--- src/rtl/compare_unit.sv ---
// Multi-cycle magnitude comparator: scans operands one DIGIT-wide chunk per cycle, MSB chunk first,
// and stops at the first chunk that differs. Result is registered and flagged by a one-cycle done pulse.
module compare_unit #(
  parameter int WIDTH = 32,
  parameter int DIGIT = 8
) (
  input  logic             clock,
  input  logic             reset,
  input  logic             start,
  input  logic [WIDTH-1:0] in1,
  input  logic [WIDTH-1:0] in2,
  input  logic [2:0]       op,
  input  logic             is_signed,
  output logic             busy,
  output logic             done,
  output logic             out
);

  localparam int N  = WIDTH / DIGIT;
  localparam int KW = (N > 1) ? $clog2(N) : 1;
  localparam logic [KW-1:0] LAST_K = KW'(N - 1);

  typedef enum logic [1:0] {
    IDLE = 2'd0,
    RUN  = 2'd1,
    DONE = 2'd2
  } state_t;

  state_t            r_state;
  logic [KW-1:0]     r_k;
  logic [WIDTH-1:0]  r_a;
  logic [WIDTH-1:0]  r_b;
  logic [2:0]        r_op;

  logic [WIDTH-1:0]  w_sign_flip;
  logic [DIGIT-1:0]  w_ca;
  logic [DIGIT-1:0]  w_cb;

  // Flipping the MSB maps two's-complement order onto unsigned order.
  assign w_sign_flip = {is_signed, {(WIDTH-1){1'b0}}};

  // Operands are shifted left as chunks match, so the active chunk is always on top.
  assign w_ca = r_a[WIDTH-1 -: DIGIT];
  assign w_cb = r_b[WIDTH-1 -: DIGIT];

  function automatic logic f_result(input logic [2:0] o, input logic lt, input logic gt,
                                    input logic eq);
    case (o)
      3'd0:    f_result = lt;
      3'd1:    f_result = lt | eq;
      3'd2:    f_result = eq;
      3'd3:    f_result = ~eq;
      3'd4:    f_result = gt;
      3'd5:    f_result = gt | eq;
      default: f_result = 1'b0;
    endcase
  endfunction

  always_ff @(posedge clock or negedge reset) begin
    if (!reset) begin
      r_state <= IDLE;
      r_k     <= '0;
      r_a     <= '0;
      r_b     <= '0;
      r_op    <= '0;
      busy    <= 1'b0;
      done    <= 1'b0;
      out     <= 1'b0;
    end else begin
      case (r_state)
        RUN: begin
          if (w_ca != w_cb) begin
            out     <= f_result(r_op, w_ca < w_cb, w_ca > w_cb, 1'b0);
            busy    <= 1'b0;
            done    <= 1'b1;
            r_state <= DONE;
          end else if (r_k == LAST_K) begin
            out     <= f_result(r_op, 1'b0, 1'b0, 1'b1);
            busy    <= 1'b0;
            done    <= 1'b1;
            r_state <= DONE;
          end else begin
            r_k <= r_k + KW'(1);
            r_a <= r_a << DIGIT;
            r_b <= r_b << DIGIT;
          end
        end
        default: begin
          done <= 1'b0;
          if (start) begin
            r_a     <= in1 ^ w_sign_flip;
            r_b     <= in2 ^ w_sign_flip;
            r_op    <= op;
            r_k     <= '0;
            busy    <= 1'b1;
            r_state <= RUN;
          end else begin
            busy    <= 1'b0;
            r_state <= IDLE;
          end
        end
      endcase
    end
  end

endmodule

--- config.mk ---
export PLATFORM = sky130hd
export DESIGN_NAME = compare_unit
export DESIGN_NICKNAME = d
export VERILOG_FILES = /design/src/rtl/compare_unit.sv
export SDC_FILE = /design/constraint.sdc
export NUM_CORES = 1
export LEC_CHECK = 0
export ABC_AREA = 0
export BUFFER_PORTS_ARGS = -buffer_cell sky130_fd_sc_hd__buf_2
export CAP_MARGIN = 15
export CORE_UTILIZATION = 44
export CTS_BUF_LIST = sky130_fd_sc_hd__clkbuf_2
export DETAILED_ROUTE_END_ITERATION = 10
export PLACE_DENSITY_LB_ADDON = 0.08
export SYNTH_ARGS = -nofsm -noshare
export SYNTH_HDL_FRONTEND = slang
export SYNTH_SLANG_ARGS = --single-unit
--- constraint.sdc ---
create_clock -name clock -period 2 [get_ports clock]
set_clock_uncertainty 0.1 [all_clocks]
set_input_delay 0.3 -clock clock [delete_from_list [all_inputs] [get_ports clock]]
set_output_delay 0.3 -clock clock [all_outputs]
set_load 0.05 [all_outputs]
# [Word level (Yosys, flattened, before mapping)]
# Index checks and enable logic that the tools add are counted.
[op_classes] magnitude_cmp=2 mux=27 bitwise=3 n_reduce_logical=9 eq_ne=11 addsub=1
[op_table] operator="2-to-1 mux 32 bit" n=8
[op_table] operator="XOR 32 bit" n=2
[op_table] operator="2-to-1 mux 2 bit" n=7
[op_table] operator="2-to-1 mux 1 bit" n=11
[op_table] operator="> comparator 8 bit" n=1
[op_table] operator="< comparator 8 bit" n=1
[op_table] operator="!= test 8 bit" n=1
[op_table] operator="== test 3 x 2 -> 1 bit, second input constant" n=2
[op_table] operator="== test 3 bit, second input constant" n=2
[op_table] operator="!= test 2 bit, second input constant" n=2
[op_table] operator="AND reduction 2 bit" n=2
[op_table] operator="nonzero test 2 bit" n=2
[op_table] operator="OR reduction 2 bit" n=2
[op_table] operator="== test 3 x 1 -> 1 bit, second input constant" n=1
[op_table] operator="zero test 3 bit" n=1
[op_table] operator="!= test 3 bit, second input constant" n=1
[op_table] operator="one-hot mux 1 bit (3 select lines)" n=1
[op_table] operator="AND reduction 3 bit" n=1
[op_table] operator="OR reduction 3 bit" n=1
[op_table] operator="adder 2 x 1 -> 2 bit, second input constant" n=1
[op_table] operator="== test 2 x 1 -> 1 bit, second input constant" n=1
[op_table] operator="== test 2 bit, second input constant" n=1
[op_table] operator="inverter 1 bit" n=1
[totals] wordCells=61 in_bits=71 reg_bits=74

# [Depth between registers and ports, before layout]
# Gate-level depths: netlist of run 1.
[depth] depth_word=5 depth_mapped=10

# [Worst setup path after synthesis of run 1]
# No wires, ideal clock.
[synth_path] path_kind="flip-flop to flip-flop" startpoint="register done (netlist name)" endpoint="register r_a[10]" arrival_ns=1.735 synth_period_minus_slack_ns=1.965 path_slack_ns=0.035 n_path_buf=3 stages_incl_launch_ff=9 setup_ns=0.130 t_required_ns=1.770 path_cell_list="dfrtp_1 > nand2b_1 > buf_6 > nor4_4 > nor2_2 > inv_2 > buf_6 > buf_2 > a31oi_1"
[synth_rtl] element="to (signal assigned)" line_no="84" rtl="r_a <= r_a << DIGIT;"
[synth_rtl] element="to (signal assigned)" line_no="91" rtl="r_a <= in1 ^ w_sign_flip;"
[synth_rtl] element="to (decl)" line_no="31" rtl="logic [WIDTH-1:0] r_a;"

# [Final worst setup path of run 1]
[layout_path] startpoint="register r_a[29]" endpoint="register r_k[0]"
[layout_between] elab_chain_len=3
[layout_lines] element="!= test 8 bit" line_no="72" rtl="if (w_ca != w_cb) begin"
[layout_lines] element="!= test 2 bit (no source line)"
[layout_lines] element="AND reduction 3 bit (no source line)"
[layout_lines] element="to (signal assigned)" line_no="83" rtl="r_k <= r_k + KW'(1);"
[layout_lines] element="to (decl)" line_no="30" rtl="logic [KW-1:0] r_k;"
# Every way passes these cells.
# A chain may end at the register's enable or synchronous reset.

==> results of run 1 <==
==> worst register-to-register path: stages (launching register included) <==
cell and delay (ps):
dfrtp_1 460, ha_4 290, nand4_1 150, nor4_4 320, nor2_4 120, buf_8 180
mux2_2 270
==> kinds of logic (layout without fill, tap and decap cells) <==
family / Yosys count / after routing / synth area share
simple gates: 159 / 159 / 0.193
compound gates: 80 / 80 / 0.165
flops: 72 / 72 / 0.540
buf+inv: 36 / 193 / 0.0525
fa+ha+maj: 9 / 9 / 0.0337
mux: 3 / 3 / 0.0101
xor+xnor: 2 / 2 / 0.00525
==> repair_timing <==
action,in CTS,in global routing
resized for setup,1,35
gates cloned,1,4
hold endpoints to repair,101,0
hold buffers,66,0
endpoints found under the setup margin,40,62
pin swaps,2,5
buffers inserted,2,6
==> sequential cells by signal (all words and copies together) (netlist names) <==
name and count:
r_state 1, r_a 32, out 1, r_op 3
r_k 2, done 1, r_b 32
==> layout make-up <==
type | instances | area, sq um
fillers | 620 | 2290
flip-flops and latches | 72 | 1800
multi-input cells | 253 | 1490
repair buffers | 165 | 1380
well taps | 99 | 124
clock inverters | 6 | 108
clock buffers | 10 | 50.0
inverters | 11 | 46.3
repair inverters | 1 | 6.26
==> synthesized netlist by cell type (3+ instances only) <==
library cell  count
a31oi_1          46
mux2_2            3
buf_6             3
a21oi_1           3
buf_2            11
nor2_1           50
ha_1              9
o21ai_0           5
dfrtp_1          72
a22o_1           18
nand2_1          95
nor2b_1           6
inv_1            10
clkbuf_1         10
==> power breakdown <==
group | total [mW] | leakage (nW) | switching (mW) | internal [mW]
sequential | 2.01 | 0.835 | 0.227 | 1.78
clock | 1.06 | 0.0919 | 0.524 | 0.540
combinational | 1.41 | 1.40 | 0.713 | 0.702
==> metal layers <==
layer	GRT usage	wire, um
met5	0	0
met1	0.293	4050
met4	0.0880	121
met3	0.0397	341
met2	0.408	4710
==> worst paths after layout <==
kind,startpoint,end,slack [ps],cells past startpoint
worst max-delay path,r_a[29]$_DFFE_PN0P_,r_k[0]$_DFFE_PN0P_,30,6
worst min-delay path,in2[31],r_b[31]$_DFFE_PN0P_,110,5
worst max register to register,r_a[29]$_DFFE_PN0P_,r_k[0]$_DFFE_PN0P_,30,6
worst min register to register,r_a[4]$_DFFE_PN0P_,r_a[4]$_DFFE_PN0P_,430,1
max in group asynchronous,reset,r_b[0]$_DFFE_PN0P_,1060,3
min in group asynchronous,reset,r_op[1]$_DFFE_PN0P_,180,2
==> per-stage QoR <==
step	hold slack, ps	power (mW)	utilization	area [sq um]
final	110	4.49	0.686	5000
after global placement	209	3.10	0.529	3860
after global routing	156	4.76	0.686	5000
after detailed placement	203	3.13	0.529	3860
after floorplan	-95.6	2.74	-	3340
after CTS	91.2	4.31	0.648	4730
==> flow_summary.toml, run 1 <==
[floorplan]
core_area_sq_um = 7290
pin_count = 74
die-area_sq_um = 7940
fp.dieH_um = 89.1
die_x_um = 89.1
start_util = 0.458
fp-row-count = 31

[pwr]
power_density_nw_per_um2 = 897
ir_worst_vdd_v = 0.000463
p_leak_nw = 2.33

[synthesis]
synth_fp_nets = 441
avgSynthCellArea_sq_um = 9.24
seq_area_frac_synth = 0.540
synth_area_sq_um = 3340
yosys_register_bits = 72
ys_top_cells_by_area = "dfrtp_1 (54%), nand2_1 (11%), a31oi_1 (8.6%), nor2_1 (5.6%), a22o_1 (4.7%)"
yosys_most_used_dff = "dfrtp_1"
synth_top_area_frac = 0.540
synth.distinct_cells = 30
yosys_warnings = 0
synth_largest_area_cell = "dfrtp_1"
synth_edf_count = 0
synthCells = 361
async_reset_ff_frac = 1.00

[timing]
slew_headroom = 0.663
rsz0062_at_grt = "yes"
fmax_ghz = 0.507
fin_tns_setup_ps = 0
setup_viol = 0
post-route-period-util = 0.987
finalHoldViolCount = 0
min_period_ps = 1970
worst_pin_slew_ps = 506
fin_ws_ps = 26.5
drv_slew = 0

[placement]
dp.cells = 522
gp_congestion = 0.848
preCtsSetupSlack_ps = -12.8
port_buffers = 73
dpl.hpwl_um = 5610

[worst_setup_path]
critPathCaptureType = "flop"
arrival_ps = 2280
critPathMaxStageDelay_ps = 460
cpLargestDelayFamily = "simple AND/OR/NAND/NOR gates"
slowest_stage = "dfrtp_1"
crit_chain = "ha_4, nand4_1, nor4_4, nor2_4, buf_8, mux2_2"
critical_path.max_fanout = 20
path_buf_inv = 1
start_kind = "flop"
crit_type = "reg -> reg"
required_ps = 2310

[layout]
drive_gt1_frac = 0.276
final_common_cell = "nand2_1"
nets = 593
stdcell_count = 617
mostFrequentLayoutCells = "nand2_1 (95), dfrtp_1 (72), buf_2 (72)"
diodes = 0
syn_to_final_growth_pct = 49.9

[clock_network]
cts_buffer_depth = 2
cts_max_level = 3
cts_tree = "yes"
cts_root_buf = "clkbuf_2"
clk_pin_slew_worst_paths_ps = 190
clock_latency_ps = 500
cts_sinks = 72
cts_made_buffers = 9

[route]
drc = 0
first_pass_iters = 4
routedWlPerCell_um = 14.9
routed-via-count = 3184
drt-total-wl_um = 9220
via_per_inst = 5.16
drt-initial-drc-count = 107
final_antenna_net_count = 0

[global_routing]
grt_max_degree = 38
antenna_found_initial = 0
grt_pass1_wl_um = 13900
grt.total_usage = 0.235
grt_pass1_vias = 3051
grt_overflow = 0

[flow_run]
max_cap_viol_count = 0

[min_path]
hp-class = "in -> reg"

[status]
outcome = "completed"
No activity file was read; power rests on OpenSTA's default activity.
==> inputs of run 2 (changes only) <==
==> constraint.sdc (replaced) <==
create_clock -name clock -period 1.66 [get_ports clock]
set_clock_uncertainty 0.1 [all_clocks]
set_input_delay 0.249 -clock clock [delete_from_list [all_inputs] [get_ports clock]]
set_output_delay 0.249 -clock clock [all_outputs]
set_load 0.05 [all_outputs]
==> flow_summary.toml, run 2 (synthesized netlist as in run 1, its figures left out) <==
[timing]
hold_slack_ps = 85.7
rsz0062_at_grt = "yes"
slew_headroom = 0.691
finalHoldViolCount = 0
setup_viol = 69
post-route-period-util = 1.26
fin_ws_ps = -431
fmax_ghz = 0.478
worst_pin_slew_ps = 464
fin_tns_setup_ps = -24740
drv_slew = 0
min_period_ps = 2090

[placement]
dp.cells = 530
dpl.hpwl_um = 5500
port_buffers = 73
gp_congestion = 0.756
placement.cell_area_sq_um = 3920
preCtsSetupSlack_ps = -399

[layout]
largestRegisters = "r_a (32), r_b (32), r_op (3)"
drive_gt1_frac = 0.307
stdcell_count = 634
n_fill_cell = 569
diodes = 0
nets = 610
syn_to_final_growth_pct = 57.1
mostFrequentLayoutCells = "nand2_1 (95), buf_2 (71), dfrtp_1 (70)"
final_common_cell = "nand2_1"
final_cell_area_sq_um = 5240

[pwr]
p_leak_nw = 2.43
ir_worst_vdd_v = 0.000685
power_density_nw_per_um2 = 1060

[global_routing]
grt_overflow = 0
use_met1 = 0.328
antenna_found_initial = 0
grt_pass1_wl_um = 14700
grt_util_met3 = 0.0416
grt_max_degree = 49
grt_pass1_vias = 3067
grt.total_usage = 0.248
grt-busiest-layer = "met2"
grt_use_met2 = 0.415

[route]
first_pass_iters = 5
routedWlPerCell_um = 15.8
routed-via-count = 3284
drt-initial-drc-count = 190
via_per_inst = 5.18
final_antenna_net_count = 0
drt-total-wl_um = 10000
drc = 0

[worst_setup_path]
critPathCaptureType = "flop"
start_kind = "flop"
crit_type = "reg -> reg"
critical_path.max_fanout = 9
required_ps = 1980
arrival_ps = 2410

[flow_run]
max_cap_viol_count = 0

[floorplan]
die-area_sq_um = 7940
fp-row-count = 31
fp.dieH_um = 89.1
die_x_um = 89.1
core_area_sq_um = 7290
pin_count = 74
start_util = 0.458

[clock_network]
clock_latency_ps = 500
cts_buffer_depth = 2
cts_max_level = 3
cts_sinks = 72
cts_tree = "yes"
cts_root_buf = "clkbuf_2"
clk_pin_slew_worst_paths_ps = 200
cts_made_buffers = 9

[status]
violations = "setup timing"
outcome = "finished, violations left"

[min_path]
hp-class = "in -> reg"
run 2: cell types whose count changed in the layout (fill, tap and decap cells not counted), moves of 3 or more:
cell,change
buf_4,+11
nor2_2,-4
a31oi_1,-3
buf_12,+3
clkinv_1,+3
nor2_1,+3
run 2: where the power goes:
part	internal [mW]	switching (mW)
logic	1.01	0.965
registers	2.15	0.287
clock network	0.488	0.638
run 2: final cells by class:
class	instances	area [sq um]	area share
clock buffer	9	45.0	0.00859
clock inverter	7	85.1	0.0162
inverter	11	46.3	0.00883
multi-input combinational	253	1540	0.293
sequential	72	1800	0.344
tap	99	124	0.0236
timing repair buffer	182	1600	0.304
timing repair inverter	1	5.00	0.000954
run 2: worst max-delay path, cell delays in order, from the launching register on:
cell and delay (ps):
dfrtp_1 460, ha_1 320, nand4_1 180, nor4_4 350, nor2_4 110, clkinv_2 130, clkbuf_16 170, nor2_1 50
a31oi_1 150
run 2: through the flow:
step,utilization,power [mW]
floorplan,-,3.30
global placement,0.538,3.79
detailed placement,0.538,3.83
CTS,0.682,5.27
global route,0.719,5.88
finish,0.719,5.54
run 2: path summary, 6_finish.rpt:
path	from	cells past startpoint	endpoint	slack, ps
setup / recovery	r_a[28]$_DFFE_PN0P_	8	r_a[16]$_DFFE_PN0P_	-430
hold / removal	in1[31]	5	r_a[31]$_DFFE_PN0P_	90
setup reg to reg	r_a[28]$_DFFE_PN0P_	8	r_a[16]$_DFFE_PN0P_	-430
hold reg to reg	out$_DFFE_PN0P_	2	out$_DFFE_PN0P_	420
max in group asynchronous	reset	3	r_b[12]$_DFFE_PN0P_	820
min in group asynchronous	reset	2	r_op[1]$_DFFE_PN0P_	100
run 2: what timing repair did:
| action | in CTS | in global routing |
|---|---|---|
| gates cloned | 3 | 8 |
| hold endpoints to repair | 137 | 0 |
| setup endpoints to repair | 68 | 72 |
| gates resized for setup | 16 | 29 |
| pin swaps | 1 | 12 |
| buffers inserted | 9 | 5 |
| hold buffers | 66 | 0 |
run 2: routing by layer:
metal  wire length, um  vias to the layer above
li1                  -                     1584
met1              4350                     1585
met2              5040                      100
met3               458                       15
met4               177                        0
met5                 0                        -
==> inputs of run 3 (changes only) <==
--- a/config.mk
+++ b/config.mk
@@ -6,7 +6,7 @@
 export NUM_CORES = 1
 export LEC_CHECK = 0
 export ABC_AREA = 0
-export BUFFER_PORTS_ARGS = -buffer_cell sky130_fd_sc_hd__buf_2
+export BUFFER_PORTS_ARGS = -buffer_cell sky130_fd_sc_hd__buf_4
 export CAP_MARGIN = 15
 export CORE_UTILIZATION = 44
 export CTS_BUF_LIST = sky130_fd_sc_hd__clkbuf_2
@@ -15,3 +15,4 @@
 export SYNTH_ARGS = -nofsm -noshare
 export SYNTH_HDL_FRONTEND = slang
 export SYNTH_SLANG_ARGS = --single-unit
+export TNS_END_PERCENT = 5
==> flow_summary.toml, run 3 (synthesized netlist as in run 1, its figures left out) <==
[floorplan]
start_util = 0.458
pin_count = 74
core_area_sq_um = 7290
die-area_sq_um = 7940
fp-row-count = 31
fp.dieH_um = 89.1
die_x_um = 89.1

[status]
outcome = "finished, violations left"
violations = "setup timing"

[global_routing]
grt_max_degree = 49
grt_pass1_wl_um = 14000
grt_overflow = 0
antenna_found_initial = 0
grt_pass1_vias = 2999
grt.total_usage = 0.236

[worst_setup_path]
crit_type = "reg -> reg"
crit-reg2reg-launch = "r_b[29]$_DFFE_PN0P_"
startpoint = "r_b[29]$_DFFE_PN0P_"
start_kind = "flop"
critPathMaxStageDelay_ps = 420
crit_chain = "inv_2, ha_4, nand4_1, nor4_4, nor2_4, inv_8, buf_12, nor2_1, a31oi_1"
arrival_ps = 2330
cpLargestDelayFamily = "simple AND/OR/NAND/NOR gates"
path_buf_inv = 3
slowest_stage = "dfrtp_1"
critPathCaptureType = "flop"
critical_path.max_fanout = 11
required_ps = 2020

[timing]
post-route-period-util = 1.19
worst_pin_slew_ps = 451
drv_slew = 0
rsz0062_at_grt = "yes"
min_period_ps = 1970
finalHoldViolCount = 0
setup_viol = 68
hold_slack_ps = 24.2
fmax_ghz = 0.508
slew_headroom = 0.700
fin_ws_ps = -308

[clock_network]
cts_made_buffers = 9
cts_max_level = 3
cts_buffer_depth = 2
clk_pin_slew_worst_paths_ps = 210
clock_latency_ps = 520
cts_sinks = 72
cts_tree = "yes"
cts_root_buf = "clkbuf_2"

[layout]
largestRegisters = "r_a (32), r_b (32), r_op (3)"
nets = 604
diodes = 0
n_fill_cell = 603
mostFrequentLayoutCells = "nand2_1 (95), buf_4 (95), dfrtp_1 (69)"
drive_gt1_frac = 0.280
syn_to_final_growth_pct = 55.2

[pwr]
ir_worst_vdd_v = 0.000678
power_density_nw_per_um2 = 992
p_leak_nw = 2.41

[route]
first_pass_iters = 5
drt-total-wl_um = 9310
final_antenna_net_count = 0
via_per_inst = 5.06
drt-initial-drc-count = 212
drc = 0
routed-via-count = 3180
routedWlPerCell_um = 14.8

[min_path]
hp-class = "in -> reg"
holdCritStartpoint = "in1[31]"

[flow_run]
max_cap_viol_count = 0

[placement]
preCtsSetupSlack_ps = -364
gp_congestion = 0.860
dpl.hpwl_um = 5390
port_buffers = 73
run 3: final timing paths:
path	cells past startpoint	slack, ps	end
min in group asynchronous	2	80	r_a[14]$_DFFE_PN0P_
hold reg to reg	1	430	r_a[4]$_DFFE_PN0P_
max in group asynchronous	3	820	r_a[24]$_DFFE_PN0P_
setup reg to reg	9	-310	r_b[24]$_DFFE_PN0P_
hold / removal	5	20	r_a[31]$_DFFE_PN0P_
setup / recovery	9	-310	r_b[24]$_DFFE_PN0P_
run 3: timing repair:
action / in CTS / in global routing
setup buffers: 3 / 5
gates resized for setup: 9 / 16
endpoints found under the setup margin: 70 / 71
pin swaps: 4 / 5
hold buffers: 66 / 0
gates cloned: 2 / 7
endpoints found under the hold margin: 137 / 0
run 3: area by class of cell:
cell class | count | area [sq um] | share of cell area
clock inverter | 7 | 53.8 | 0.0104
sequential | 72 | 1810 | 0.349
timing repair buffer | 176 | 1650 | 0.319
inverter | 11 | 48.8 | 0.00942
clock buffer | 9 | 45.0 | 0.00870
timing repair inverter | 1 | 6.26 | 0.00121
tap | 99 | 124 | 0.0239
multi-input combinational | 253 | 1440 | 0.279
run 3: routing by layer:
| layer | wire length [um] | GRT usage | up-vias |
|---|---|---|---|
| met2 | 4770 | 0.401 | 71 |
| met5 | 0 | 0 | - |
| met1 | 4130 | 0.310 | 1525 |
| li1 | - | - | 1575 |
| met4 | 90 | 0.0548 | 0 |
| met3 | 323 | 0.0536 | 9 |
run 3: report_power, final:
part           internal (mW)  switching [mW]  leakage (nW)
clock network          0.210           0.680        0.0570
logic                  0.965           0.876          1.52
registers               2.15           0.259         0.832
total                   3.33            1.81          2.41
run 3: stage by stage:
step / utilization / total power, mW / std cells / TNS [ps] / instance area, sq um
after global routing: 0.710 / 5.49 / 628 / -24910 / 5180
after detailed placement: 0.564 / 3.88 / 531 / -19630 / 4110
after floorplan: - / 3.30 / 361 / -12190 / 3340
after CTS: 0.687 / 5.01 / 618 / -19240 / 5010
final: 0.710 / 5.14 / 628 / -17650 / 5180
after global placement: 0.564 / 3.84 / 531 / -17130 / 4110
run 3: worst reg2reg max path, stage by stage (launching register included):
cell,delay (ps)
dfrtp_1,420
inv_2,50
ha_4,260
nand4_1,150
nor4_4,330
nor2_4,130
inv_8,120
buf_12,140
nor2_1,50
a31oi_1,160
